**src/rtl/merlin_mem_arbiter_if.sv**
```systemverilog
// rtl/merlin_mem_arbiter_if.sv - instruction, data and memory request/response bundle for merlin_mem_arbiter
interface merlin_mem_arbiter_if;
  logic        ireqready_o;
  logic        ireqvalid_i;
  logic [1:0]  ireqhpl_i;
  logic [31:0] ireqaddr_i;
  logic        irspready_i;
  logic        irspvalid_o;
  logic        irsprerr_o;
  logic [31:0] irspdata_o;

  logic        dreqready_o;
  logic        dreqvalid_i;
  logic [1:0]  dreqsize_i;
  logic        dreqwrite_i;
  logic [1:0]  dreqhpl_i;
  logic [31:0] dreqaddr_i;
  logic [31:0] dreqdata_i;
  logic        drspready_i;
  logic        drspvalid_o;
  logic        drsprerr_o;
  logic        drspwerr_o;
  logic [31:0] drspdata_o;

  logic        mreqready_i;
  logic        mreqvalid_o;
  logic [1:0]  mreqsize_o;
  logic        mreqwrite_o;
  logic [1:0]  mreqhpl_o;
  logic [31:0] mreqaddr_o;
  logic [31:0] mreqdata_o;
  logic        mrspready_o;
  logic        mrspvalid_i;
  logic        mrsperr_i;
  logic [31:0] mrspdata_i;

  // slave: the arbiter itself; master: the core and memory around it
  modport slave (
    output ireqready_o, input ireqvalid_i, input ireqhpl_i, input ireqaddr_i,
    input irspready_i, output irspvalid_o, output irsprerr_o, output irspdata_o,
    output dreqready_o, input dreqvalid_i, input dreqsize_i, input dreqwrite_i,
    input dreqhpl_i, input dreqaddr_i, input dreqdata_i,
    input drspready_i, output drspvalid_o, output drsprerr_o, output drspwerr_o, output drspdata_o,
    input mreqready_i, output mreqvalid_o, output mreqsize_o, output mreqwrite_o,
    output mreqhpl_o, output mreqaddr_o, output mreqdata_o,
    output mrspready_o, input mrspvalid_i, input mrsperr_i, input mrspdata_i
  );

  modport master (
    input ireqready_o, output ireqvalid_i, output ireqhpl_i, output ireqaddr_i,
    output irspready_i, input irspvalid_o, input irsprerr_o, input irspdata_o,
    input dreqready_o, output dreqvalid_i, output dreqsize_i, output dreqwrite_i,
    output dreqhpl_i, output dreqaddr_i, output dreqdata_i,
    output drspready_i, input drspvalid_o, input drsprerr_o, input drspwerr_o, input drspdata_o,
    output mreqready_i, input mreqvalid_o, input mreqsize_o, input mreqwrite_o,
    input mreqhpl_o, input mreqaddr_o, input mreqdata_o,
    input mrspready_o, output mrspvalid_i, output mrsperr_i, output mrspdata_i
  );
endinterface

```
**src/rtl/merlin_mem_arbiter.sv**
```systemverilog
// rtl/merlin_mem_arbiter.sv - 2:1 instruction/data arbiter onto one memory port with in-order response routing
// MERLIN_ARB_RR_EN selects round-robin arbitration; undefined gives fixed data-over-instruction priority.
module merlin_mem_arbiter #(
  parameter int C_OUTSTANDING_X = 2
) (
  input  logic                 clk_i,
  input  logic                 resetb_i,
  input  logic                 clk_en_i,
  merlin_mem_arbiter_if.slave  bus
);
  localparam int DEPTH = 1 << C_OUTSTANDING_X;
  localparam logic [C_OUTSTANDING_X:0]   L_FULL    = DEPTH;
  localparam logic [C_OUTSTANDING_X:0]   L_CNT_ONE = 1;
  localparam logic [C_OUTSTANDING_X-1:0] L_PTR_ONE = 1;

  logic        r_mreq_valid;
  logic [1:0]  r_mreq_size;
  logic        r_mreq_write;
  logic [1:0]  r_mreq_hpl;
  logic [31:0] r_mreq_addr;
  logic [31:0] r_mreq_data;

  logic [C_OUTSTANDING_X:0]   r_count;
  logic [C_OUTSTANDING_X-1:0] r_rd_ptr;
  logic [C_OUTSTANDING_X-1:0] r_wr_ptr;
  logic [DEPTH-1:0]           r_fifo_src;
  logic [DEPTH-1:0]           r_fifo_wr;

  logic w_loadable;
  logic w_full;
  logic w_empty;
  logic w_grant_i;
  logic w_grant_d;
  logic w_ireq_ready;
  logic w_dreq_ready;
  logic w_push;
  logic w_pop;
  logic w_head_src;
  logic w_head_wr;
  logic w_mrsp_ready;

  assign w_loadable = clk_en_i & (~r_mreq_valid | bus.mreqready_i);
  assign w_full     = (r_count == L_FULL);
  assign w_empty    = (r_count == '0);

`ifdef MERLIN_ARB_RR_EN
  // r_last_d=1 means data won last; reset value lets data win the first tie
  logic r_last_d;
  assign w_grant_d = bus.dreqvalid_i & (~bus.ireqvalid_i | ~r_last_d);

  always_ff @(posedge clk_i or negedge resetb_i) begin
    if (!resetb_i) begin
      r_last_d <= 1'b0;
    end else if (w_push) begin
      r_last_d <= w_grant_d;
    end
  end
`else
  assign w_grant_d = bus.dreqvalid_i;
`endif

  assign w_grant_i    = bus.ireqvalid_i & ~w_grant_d;
  assign w_ireq_ready = resetb_i & w_loadable & ~w_full & w_grant_i;
  assign w_dreq_ready = resetb_i & w_loadable & ~w_full & w_grant_d;
  assign w_push       = w_ireq_ready | w_dreq_ready;
  assign w_pop        = bus.mrspvalid_i & w_mrsp_ready;

  assign bus.ireqready_o = w_ireq_ready;
  assign bus.dreqready_o = w_dreq_ready;
  assign bus.mreqvalid_o = r_mreq_valid;
  assign bus.mreqsize_o  = r_mreq_size;
  assign bus.mreqwrite_o = r_mreq_write;
  assign bus.mreqhpl_o   = r_mreq_hpl;
  assign bus.mreqaddr_o  = r_mreq_addr;
  assign bus.mreqdata_o  = r_mreq_data;
  assign bus.mrspready_o = w_mrsp_ready;

  always_ff @(posedge clk_i or negedge resetb_i) begin
    if (!resetb_i) begin
      r_mreq_valid <= 1'b0;
      r_mreq_size  <= 2'b00;
      r_mreq_write <= 1'b0;
      r_mreq_hpl   <= 2'b00;
      r_mreq_addr  <= 32'h0;
      r_mreq_data  <= 32'h0;
    end else if (w_push) begin
      r_mreq_valid <= 1'b1;
      if (w_grant_d) begin
        r_mreq_size  <= bus.dreqsize_i;
        r_mreq_write <= bus.dreqwrite_i;
        r_mreq_hpl   <= bus.dreqhpl_i;
        r_mreq_addr  <= bus.dreqaddr_i;
        r_mreq_data  <= bus.dreqdata_i;
      end else begin
        r_mreq_size  <= 2'b10;
        r_mreq_write <= 1'b0;
        r_mreq_hpl   <= bus.ireqhpl_i;
        r_mreq_addr  <= bus.ireqaddr_i;
        r_mreq_data  <= 32'h0;
      end
    end else if (clk_en_i & bus.mreqready_i) begin
      r_mreq_valid <= 1'b0;
    end
  end

  // Ordering FIFO: one {src, write} tag per in-flight request
  always_ff @(posedge clk_i or negedge resetb_i) begin
    if (!resetb_i) begin
      r_count    <= '0;
      r_rd_ptr   <= '0;
      r_wr_ptr   <= '0;
      r_fifo_src <= '0;
      r_fifo_wr  <= '0;
    end else begin
      if (w_push) begin
        r_fifo_src[r_wr_ptr] <= w_grant_d;
        r_fifo_wr[r_wr_ptr]  <= w_grant_d & bus.dreqwrite_i;
        r_wr_ptr             <= r_wr_ptr + L_PTR_ONE;
      end
      if (w_pop) begin
        r_rd_ptr <= r_rd_ptr + L_PTR_ONE;
      end
      case ({w_push, w_pop})
        2'b10:   r_count <= r_count + L_CNT_ONE;
        2'b01:   r_count <= r_count - L_CNT_ONE;
        default: r_count <= r_count;
      endcase
    end
  end

  assign w_head_src = r_fifo_src[r_rd_ptr];
  assign w_head_wr  = r_fifo_wr[r_rd_ptr];

  // An empty FIFO leaves every response path closed, stalling stray responses
  always_comb begin
    bus.irspvalid_o = 1'b0;
    bus.irsprerr_o  = 1'b0;
    bus.irspdata_o  = 32'h0;
    bus.drspvalid_o = 1'b0;
    bus.drsprerr_o  = 1'b0;
    bus.drspwerr_o  = 1'b0;
    bus.drspdata_o  = 32'h0;
    w_mrsp_ready    = 1'b0;
    if (!w_empty) begin
      if (w_head_src) begin
        bus.drspvalid_o = bus.mrspvalid_i;
        bus.drspdata_o  = bus.mrspdata_i;
        bus.drspwerr_o  = bus.mrsperr_i & w_head_wr;
        bus.drsprerr_o  = bus.mrsperr_i & ~w_head_wr;
        w_mrsp_ready    = bus.drspready_i & clk_en_i;
      end else begin
        bus.irspvalid_o = bus.mrspvalid_i;
        bus.irsprerr_o  = bus.mrsperr_i;
        bus.irspdata_o  = bus.mrspdata_i;
        w_mrsp_ready    = bus.irspready_i & clk_en_i;
      end
    end
  end
endmodule

```
**src/flat_wrapper.sv**
```systemverilog
// flat-port wrapper written by rule: the top's interface ports become plain ports
module merlin_mem_arbiter_flat 
#(
  parameter int C_OUTSTANDING_X = 2
)
  (clk_i, resetb_i, clk_en_i, bus_ireqready_o, bus_ireqvalid_i, bus_ireqhpl_i, bus_ireqaddr_i, bus_irspready_i, bus_irspvalid_o, bus_irsprerr_o, bus_irspdata_o, bus_dreqready_o, bus_dreqvalid_i, bus_dreqsize_i, bus_dreqwrite_i, bus_dreqhpl_i, bus_dreqaddr_i, bus_dreqdata_i, bus_drspready_i, bus_drspvalid_o, bus_drsprerr_o, bus_drspwerr_o, bus_drspdata_o, bus_mreqready_i, bus_mreqvalid_o, bus_mreqsize_o, bus_mreqwrite_o, bus_mreqhpl_o, bus_mreqaddr_o, bus_mreqdata_o, bus_mrspready_o, bus_mrspvalid_i, bus_mrsperr_i, bus_mrspdata_i);
  merlin_mem_arbiter_if bus_i ();
  input  logic clk_i;
  input  logic resetb_i;
  input  logic clk_en_i;
  output wire logic [$bits(bus_i.ireqready_o)-1:0] bus_ireqready_o;
  input wire logic [$bits(bus_i.ireqvalid_i)-1:0] bus_ireqvalid_i;
  input wire logic [$bits(bus_i.ireqhpl_i)-1:0] bus_ireqhpl_i;
  input wire logic [$bits(bus_i.ireqaddr_i)-1:0] bus_ireqaddr_i;
  input wire logic [$bits(bus_i.irspready_i)-1:0] bus_irspready_i;
  output wire logic [$bits(bus_i.irspvalid_o)-1:0] bus_irspvalid_o;
  output wire logic [$bits(bus_i.irsprerr_o)-1:0] bus_irsprerr_o;
  output wire logic [$bits(bus_i.irspdata_o)-1:0] bus_irspdata_o;
  output wire logic [$bits(bus_i.dreqready_o)-1:0] bus_dreqready_o;
  input wire logic [$bits(bus_i.dreqvalid_i)-1:0] bus_dreqvalid_i;
  input wire logic [$bits(bus_i.dreqsize_i)-1:0] bus_dreqsize_i;
  input wire logic [$bits(bus_i.dreqwrite_i)-1:0] bus_dreqwrite_i;
  input wire logic [$bits(bus_i.dreqhpl_i)-1:0] bus_dreqhpl_i;
  input wire logic [$bits(bus_i.dreqaddr_i)-1:0] bus_dreqaddr_i;
  input wire logic [$bits(bus_i.dreqdata_i)-1:0] bus_dreqdata_i;
  input wire logic [$bits(bus_i.drspready_i)-1:0] bus_drspready_i;
  output wire logic [$bits(bus_i.drspvalid_o)-1:0] bus_drspvalid_o;
  output wire logic [$bits(bus_i.drsprerr_o)-1:0] bus_drsprerr_o;
  output wire logic [$bits(bus_i.drspwerr_o)-1:0] bus_drspwerr_o;
  output wire logic [$bits(bus_i.drspdata_o)-1:0] bus_drspdata_o;
  input wire logic [$bits(bus_i.mreqready_i)-1:0] bus_mreqready_i;
  output wire logic [$bits(bus_i.mreqvalid_o)-1:0] bus_mreqvalid_o;
  output wire logic [$bits(bus_i.mreqsize_o)-1:0] bus_mreqsize_o;
  output wire logic [$bits(bus_i.mreqwrite_o)-1:0] bus_mreqwrite_o;
  output wire logic [$bits(bus_i.mreqhpl_o)-1:0] bus_mreqhpl_o;
  output wire logic [$bits(bus_i.mreqaddr_o)-1:0] bus_mreqaddr_o;
  output wire logic [$bits(bus_i.mreqdata_o)-1:0] bus_mreqdata_o;
  output wire logic [$bits(bus_i.mrspready_o)-1:0] bus_mrspready_o;
  input wire logic [$bits(bus_i.mrspvalid_i)-1:0] bus_mrspvalid_i;
  input wire logic [$bits(bus_i.mrsperr_i)-1:0] bus_mrsperr_i;
  input wire logic [$bits(bus_i.mrspdata_i)-1:0] bus_mrspdata_i;
  assign bus_ireqready_o = bus_i.ireqready_o;
  assign bus_i.ireqvalid_i = bus_ireqvalid_i;
  assign bus_i.ireqhpl_i = bus_ireqhpl_i;
  assign bus_i.ireqaddr_i = bus_ireqaddr_i;
  assign bus_i.irspready_i = bus_irspready_i;
  assign bus_irspvalid_o = bus_i.irspvalid_o;
  assign bus_irsprerr_o = bus_i.irsprerr_o;
  assign bus_irspdata_o = bus_i.irspdata_o;
  assign bus_dreqready_o = bus_i.dreqready_o;
  assign bus_i.dreqvalid_i = bus_dreqvalid_i;
  assign bus_i.dreqsize_i = bus_dreqsize_i;
  assign bus_i.dreqwrite_i = bus_dreqwrite_i;
  assign bus_i.dreqhpl_i = bus_dreqhpl_i;
  assign bus_i.dreqaddr_i = bus_dreqaddr_i;
  assign bus_i.dreqdata_i = bus_dreqdata_i;
  assign bus_i.drspready_i = bus_drspready_i;
  assign bus_drspvalid_o = bus_i.drspvalid_o;
  assign bus_drsprerr_o = bus_i.drsprerr_o;
  assign bus_drspwerr_o = bus_i.drspwerr_o;
  assign bus_drspdata_o = bus_i.drspdata_o;
  assign bus_i.mreqready_i = bus_mreqready_i;
  assign bus_mreqvalid_o = bus_i.mreqvalid_o;
  assign bus_mreqsize_o = bus_i.mreqsize_o;
  assign bus_mreqwrite_o = bus_i.mreqwrite_o;
  assign bus_mreqhpl_o = bus_i.mreqhpl_o;
  assign bus_mreqaddr_o = bus_i.mreqaddr_o;
  assign bus_mreqdata_o = bus_i.mreqdata_o;
  assign bus_mrspready_o = bus_i.mrspready_o;
  assign bus_i.mrspvalid_i = bus_mrspvalid_i;
  assign bus_i.mrsperr_i = bus_mrsperr_i;
  assign bus_i.mrspdata_i = bus_mrspdata_i;
  merlin_mem_arbiter #(.C_OUTSTANDING_X(C_OUTSTANDING_X)) u_core (.clk_i(clk_i), .resetb_i(resetb_i), .clk_en_i(clk_en_i), .bus(bus_i));
endmodule
```
**config.mk**
```make
export PLATFORM = sky130hd
export DESIGN_NAME = merlin_mem_arbiter_flat
export DESIGN_NICKNAME = d
export VERILOG_FILES = /design/src/rtl/merlin_mem_arbiter_if.sv /design/src/rtl/merlin_mem_arbiter.sv /design/src/flat_wrapper.sv
export SDC_FILE = /design/constraint.sdc
export NUM_CORES = 1
export LEC_CHECK = 0
export ABC_AREA = 1
export ABC_CLOCK_PERIOD_IN_PS = 2300
export CAP_MARGIN = 10
export CORE_ASPECT_RATIO = 0.9
export CORE_MARGIN = 5
export CORE_UTILIZATION = 37
export CTS_BUF_LIST = sky130_fd_sc_hd__clkbuf_16
export DETAILED_ROUTE_END_ITERATION = 8
export PLACE_DENSITY = 0.82
export SLEW_MARGIN = 15
export SYNTH_ARGS = -nofsm -noshare
export SYNTH_HDL_FRONTEND = slang
export SYNTH_SLANG_ARGS = --single-unit
```
**constraint.sdc**
```tcl
create_clock -name clk_i -period 2.3 [get_ports clk_i]
set_clock_uncertainty 0.05 [all_clocks]
set_input_delay 0.23 -clock clk_i [delete_from_list [all_inputs] [get_ports clk_i]]
set_output_delay 0.23 -clock clk_i [all_outputs]
set_load 0.02 [all_outputs]
```
; ---- Word-level counts from Yosys, hierarchy flattened
; Cells that the tools add are included.
[op_classes]
order_cmp = 3
bitwise_logic = 19
n_eq_ne = 3
mux = 32
n_addsub = 4
n_reduce_logical = 4
[ops]
columns = operator, count
row1 = 2-to-1 mux 32 bit, 6
row2 = 2-to-1 mux 1 bit, 18
row3 = AND 1 bit, 13
row4 = bitwise mux 4 bit, 2
row5 = "< comparator 2 x 3 -> 1 bit, second input constant", 2
row6 = one-hot mux 3 bit (2 select lines), 1
row7 = "adder 2 x 1 -> 2 bit, second input constant", 2
row8 = binary-select mux 1 bit (select 2 bit), 2
row9 = 2-to-1 mux 2 bit, 2
row10 = NOT 1 bit, 4
row11 = nonzero test 2 bit, 2
row12 = "adder 3 x 1 -> 3 bit, second input constant", 1
row13 = "equality test 3 bit, second input constant", 1
row14 = zero test 3 bit, 1
row15 = "subtractor 3 x 1 -> 3 bit, second input constant", 1
row16 = demux 1 bit (select 2 bit), 1
row17 = "equality test 2 x 1 -> 1 bit, second input constant", 1
row18 = "equality test 2 bit, second input constant", 1
row19 = ">= comparator 2 x 1 -> 1 bit, second input constant", 1
row20 = OR 1 bit, 2
row21 = logical AND 1 bit, 1
[totals]
in_bits = 145
regBits = 85
word_cells = 76

; ---- Logic depth before layout (Yosys ltp)
[depth]
ltp_word = 9
ltp_mapped = 13
mapped_depth_nobuf = 13

; ---- Worst setup path after synthesis
; Ideal clock, no wire load.
[synth_timing]
path_kind = reg2reg
from = register u_core.r_rd_ptr[0]
to = register u_core.r_count[2]
path_stages_with_launch = 14
setup_ns = 0.124
path_slack_ns = 0.193
t_arrival_ns = 1.933
synth_period_minus_slack_ns = 2.107
n_path_buf = 0
path_cell_list = dfrtp_1 > inv_1 > nand2_1 > nand3_1 > nand2_2 > nand2_1 > nand4_1 > inv_1 > ha_1 > inv_1 > fa_1 > a21oi_1 > o21ai_0 > xnor2_1
[synth_via]
elab_chain_len = 7
elab_cells_between_ends = 9
classes_between = 2 x eq/ne / 5 x mux / 1 x bitwise / 1 x reduce/logical
[synth_rtl]
columns = element, line_no
row1 = "start, declared", merlin_mem_arbiter.sv:24  ; logic [C_OUTSTANDING_X-1:0] r_rd_ptr;
row2 = "start signal, assigned", merlin_mem_arbiter.sv:121  ; r_rd_ptr <= r_rd_ptr + L_PTR_ONE;
row3 = binary-select mux 1 bit (select 2 bit) *, merlin_mem_arbiter.sv:131  ; assign w_head_src = r_fifo_src[r_rd_ptr];
row4 = 2-to-1 mux 1 bit (implied by the code) *, merlin_mem_arbiter.sv:131
row5 = 2-to-1 mux 1 bit *, merlin_mem_arbiter.sv:145  ; if (w_head_src) begin
row6 = 2-to-1 mux 1 bit *, merlin_mem_arbiter.sv:144  ; if (!w_empty) begin
row7 = AND 1 bit *, merlin_mem_arbiter.sv:66  ; assign w_pop = bus.mrspvalid_i & w_mrsp_ready;
row8 = net u_core.w_pop, merlin_mem_arbiter.sv:37  ; logic w_pop;
row9 = equality test 2 x 1 -> 1 bit / equality test 2 bit (equally long branches), merlin_mem_arbiter.sv:123  ; case ({w_push, w_pop})
row10 = one-hot mux 3 bit (2 select lines) / nonzero test 2 bit (equally long branches), n/a
row11 = "end signal, assigned", merlin_mem_arbiter.sv:124  ; 2'b10: r_count <= r_count + L_CNT_ONE;
row12 = "end signal, assigned", merlin_mem_arbiter.sv:125  ; 2'b01: r_count <= r_count - L_CNT_ONE;
row13 = "end signal, assigned", merlin_mem_arbiter.sv:126  ; default: r_count <= r_count;
row14 = "end, declared", merlin_mem_arbiter.sv:23  ; logic [C_OUTSTANDING_X:0] r_count;
; The timed path passes the listed nets; every way through them passes the cells marked *. The select of a mux whose other input is x is not followed.
; A chain may end at the register's enable or synchronous reset.

; ---- Final worst setup path
[layout_timing]
from = register u_core.r_rd_ptr[0]
to = output bus_irspdata_o[1]
[layout_via]
elab_chain_len = 4
[layout_rtl]
columns = element, line_no
row1 = binary-select mux 1 bit (select 2 bit), merlin_mem_arbiter.sv:131
row2 = 2-to-1 mux 1 bit (implied by the code), merlin_mem_arbiter.sv:131
row3 = 2-to-1 mux 32 bit, merlin_mem_arbiter.sv:145
row4 = 2-to-1 mux 32 bit, merlin_mem_arbiter.sv:144
row5 = "end, declared", flat_wrapper.sv:18  ; output wire logic [$bits(bus_i.irspdata_o)-1:0] bus_irspdata_o;
; Every way passes these cells. The select of a mux whose other input is x is not followed.

==> out/qor.yml <==
status:
  status: "finished, final reports clean"
route:
  post-route-drc-count: 0
  detailedRoute.firstPassIterationCount: 4
  route.final.wire_length_um: 15810
  vias: 4819
  count_of_antenna_violating_nets_left_after_detailed_routing: 0
  avgViaCountPerCell: 4.824
  wl_per_cell_um: 15.82
  drt_first_iter_violations: 157
power:
  power_per_cell_area_nw_per_um2: 1274
  cellLeakagePower_nw: 3.664
  power.ir.vdd_worst_mv: 0.5509
logic_synthesis:
  synth_top_cells_by_count: "133 x nand2_1, 85 x dfrtp_1, 73 x nor2_1"
  postSynthCellCount: 558
  synth_enable_flop_cells: 0
  mappedNetlistArea_um2: 4385
  postSynth.asyncResetShare: 1.000
  postSynth.topFlopCell: "dfrtp_1"
  synthDominantAreaCellType: "dfrtp_1"
  synth.distinct_cells: 31
  synth.avg_cell_area_um2: 7.859
  post-synth-top-count-cell: "nand2_1"
  synth_top_cells_by_area: "dfrtp_1 49%, nand2_1 11%, nor3_1 7.8%"
  synth_top_area_frac: 0.4850
  yosysWarnings: 0
  register_bit_total_from_synthesis: 85
  synth.yosys.seq_area_share: 0.4850
  mappedNetlistNets: 709
grt:
  grt_pass1_vias: 5067
  grt_pass1_wl_um: 25030
  antenna_violations_before_repair: 0
  overflow: 0
  total_track_usage: 0.2172
  grt_start_max_net_pins: 77
placed_design:
  buffer_ports.inserted: 286
  dp_hpwl_um: 12410
  routabilityCongestion: 0.9454
  post_dp_cell_area_um2: 7406
timing:
  slew_headroom: 0.6199
  finalSetupViolCount: 0
  fin_crit_sh: 0.9692
  report.final.slew_viol_count: 0
  grt_setup_unrepaired: "yes"
  worst_hold_slack_ps: 377.0
  report.final.hold_viol_count: 0
  tns_ps: 0
  tightest_slew_ps: 570.1
  finalWorstPathRequiredPeriod_ps: 2229
  maxClockFrequency_mhz: 448.6
clock_tree:
  clk_latency_ps: 320
  cts.clk_slew.worst_paths_ps: 60
  numCtsBuffers: 9
  total_clock_sinks: 85
  cts_tree: "done"
  h-tree-depth: 3
  clk_root_buffer_cell: "clkbuf_16"
  cts_max_path_buffers: 2
cells_and_area:
  layout-drive-gt1-share: 0.07117
  final_core_utilization: 0.6650
  fin_area_um2: 7666
  syn2layout_area_growth_pct: 74.81
  antenna_cells_inserted: 0
  final_net_count: 990
flow_run:
  drv_cap: 0
setup_path:
  arrival_ps: 1950
  critical-path-top-cell-by-count: "nand2_1"
  crit_required_ps: 2020
  crit_chain: "inv_2 -> nand2_1 -> nand2_1 -> nand2_1 -> nand2_2 -> buf_4 -> nor3_1 -> dlygate4sd2_1"
  reg2regPathDepth: 13
  timing_worst_setup_path_type: "flop to primary output"
  end_kind: "primary output"
  start_kind: "flop"
  critical_path.max_fanout: 19
  crit_path_max_incr_delay_ps: 410
  critPathSlowestCell: "dfrtp_2"
floorplan:
  floorplan.io_pins: 287
  chipHeight_um: 113.3
  start_util: 0.3804
  standard_cell_row_count: 37
  die_w_um: 124.8
  die_outline_area_um2: 14130
  core_area_um2: 11530
min_path:
  worst_hold_path.num_cells: 5
  hold_path.class: "primary input to flop"
==> layer usage <==
metal	vias up	track usage	share of wire
met1	2229	0.2259	0.36
met3	33	0.08589	0.095
met4	0	0.07962	0.030
li1	2336	-	-
met5	-	0	0
met2	221	0.3973	0.51
==> report_power, final <==
group	total (mW)	internal, mW	switching [mW]
Sequential	2.53	2.12	0.412
Combinational	5.72	2.45	3.28
Clock	1.52	0.947	0.568
Total	9.77	5.51	4.26
==> flip-flops by register name, summed over array words and instances (netlist names), 2 cells and up <==
| register | flops |
|---|---|
| u_core.bus.mreqdata_o | 32 |
| u_core.bus.mreqhpl_o | 2 |
| u_core.r_count | 3 |
| u_core.r_fifo_wr | 4 |
| u_core.r_fifo_src | 4 |
| u_core.r_rd_ptr | 2 |
| u_core.r_wr_ptr | 2 |
| u_core.bus.mreqsize_o | 2 |
| u_core.bus.mreqaddr_o | 32 |
==> critical path: cells and delay by family, from the launching register on <==
family | cells | cell delay (ps)
buf+inv | 3 | 670
flops | 1 | 410
simple gates | 5 | 540
==> placed cells by master (no fill, tap or decap), types with 2 or more instances in the layout <==
| master | synthesis | final |
|---|---|---|
| xnor2_1 | 2 | 2 |
| bufinv_16 | 0 | 2 |
| o21ai_2 | 2 | 2 |
| dfrtp_1 | 85 | 84 |
| nand4_1 | 2 | 2 |
| nand3_2 | 1 | 2 |
| o21ai_0 | 47 | 46 |
| inv_1 | 49 | 49 |
| nor3_1 | 68 | 68 |
| nand3_1 | 6 | 5 |
| clkbuf_2 | 0 | 11 |
| inv_2 | 2 | 3 |
| ha_1 | 5 | 5 |
| dlymetal6s2s_1 | 0 | 3 |
| buf_4 | 3 | 16 |
| clkdlybuf4s50_1 | 0 | 215 |
| dlygate4sd2_1 | 0 | 49 |
| clkbuf_16 | 0 | 9 |
| nand2_1 | 133 | 133 |
| nand2_2 | 3 | 3 |
| buf_12 | 0 | 2 |
| o21a_1 | 34 | 34 |
| nor2_1 | 73 | 73 |
| clkdlybuf4s15_1 | 0 | 6 |
==> logic make-up (layout without fill, tap and decap cells) <==
| kind of cell | count (synthesis) | after routing | synth area share |
|---|---|---|---|
| AOI/OAI and AO/OA | 88 | 88 | 0.1261 |
| xor gates and xnor gates | 3 | 3 | 0.007705 |
| adders and majority gates | 6 | 6 | 0.01883 |
| buffers and inverters | 87 | 372 | 0.08702 |
| DFF | 85 | 85 | 0.4850 |
| and+or+nand+nor | 289 | 289 | 0.2753 |
==> layout make-up <==
class	instances	area [µm²]
Fill cell	959	3861
Clock inverter	6	88.84
Tap cell	156	195.2
Multi-Input combinational cell	386	1888
Clock buffer	9	225.2
Inverter	52	195.2
Timing Repair Buffer	305	2945
Sequential cell	85	2128
==> repair_timing <==
item,4_1_cts,5_1_grt
cloned,1,0
endpoints found under the hold margin,45,0
setup buffers,1,0
gates resized for setup,67,48
hold buffers,1,0
pin swaps,1,0
endpoints found under the setup margin,67,68
==> stage by stage <==
stage	cells	total power, mW	worst slack [ps]
after floorplan	558	5.582	192.8
after CTS	999	9.870	12.08
final	999	9.769	70.78
after detailed placement	981	8.644	18.56
after global placement	981	8.510	39.08
after global routing	999	10.39	-77.68
==> final timing paths <==
| path | startpoint | to | slack [ps] |
|---|---|---|---|
| min in group asynchronous | resetb_i | u_core.bus.mreqdata_o[29] | 490 |
| hold reg to reg | u_core.bus.mreqdata_o[2] | u_core.bus.mreqdata_o[2] | 420 |
| setup / recovery | u_core.r_rd_ptr[0] | bus_irspdata_o[1] | 70 |
| max in group asynchronous | resetb_i | u_core.r_rd_ptr[0] | 750 |
| hold / removal | resetb_i | u_core.bus.mreqsize_o[1] | 380 |
| setup reg to reg | u_core.r_rd_ptr[0] | u_core.r_count[2] | 140 |
(Power assumes the default switching activity.)
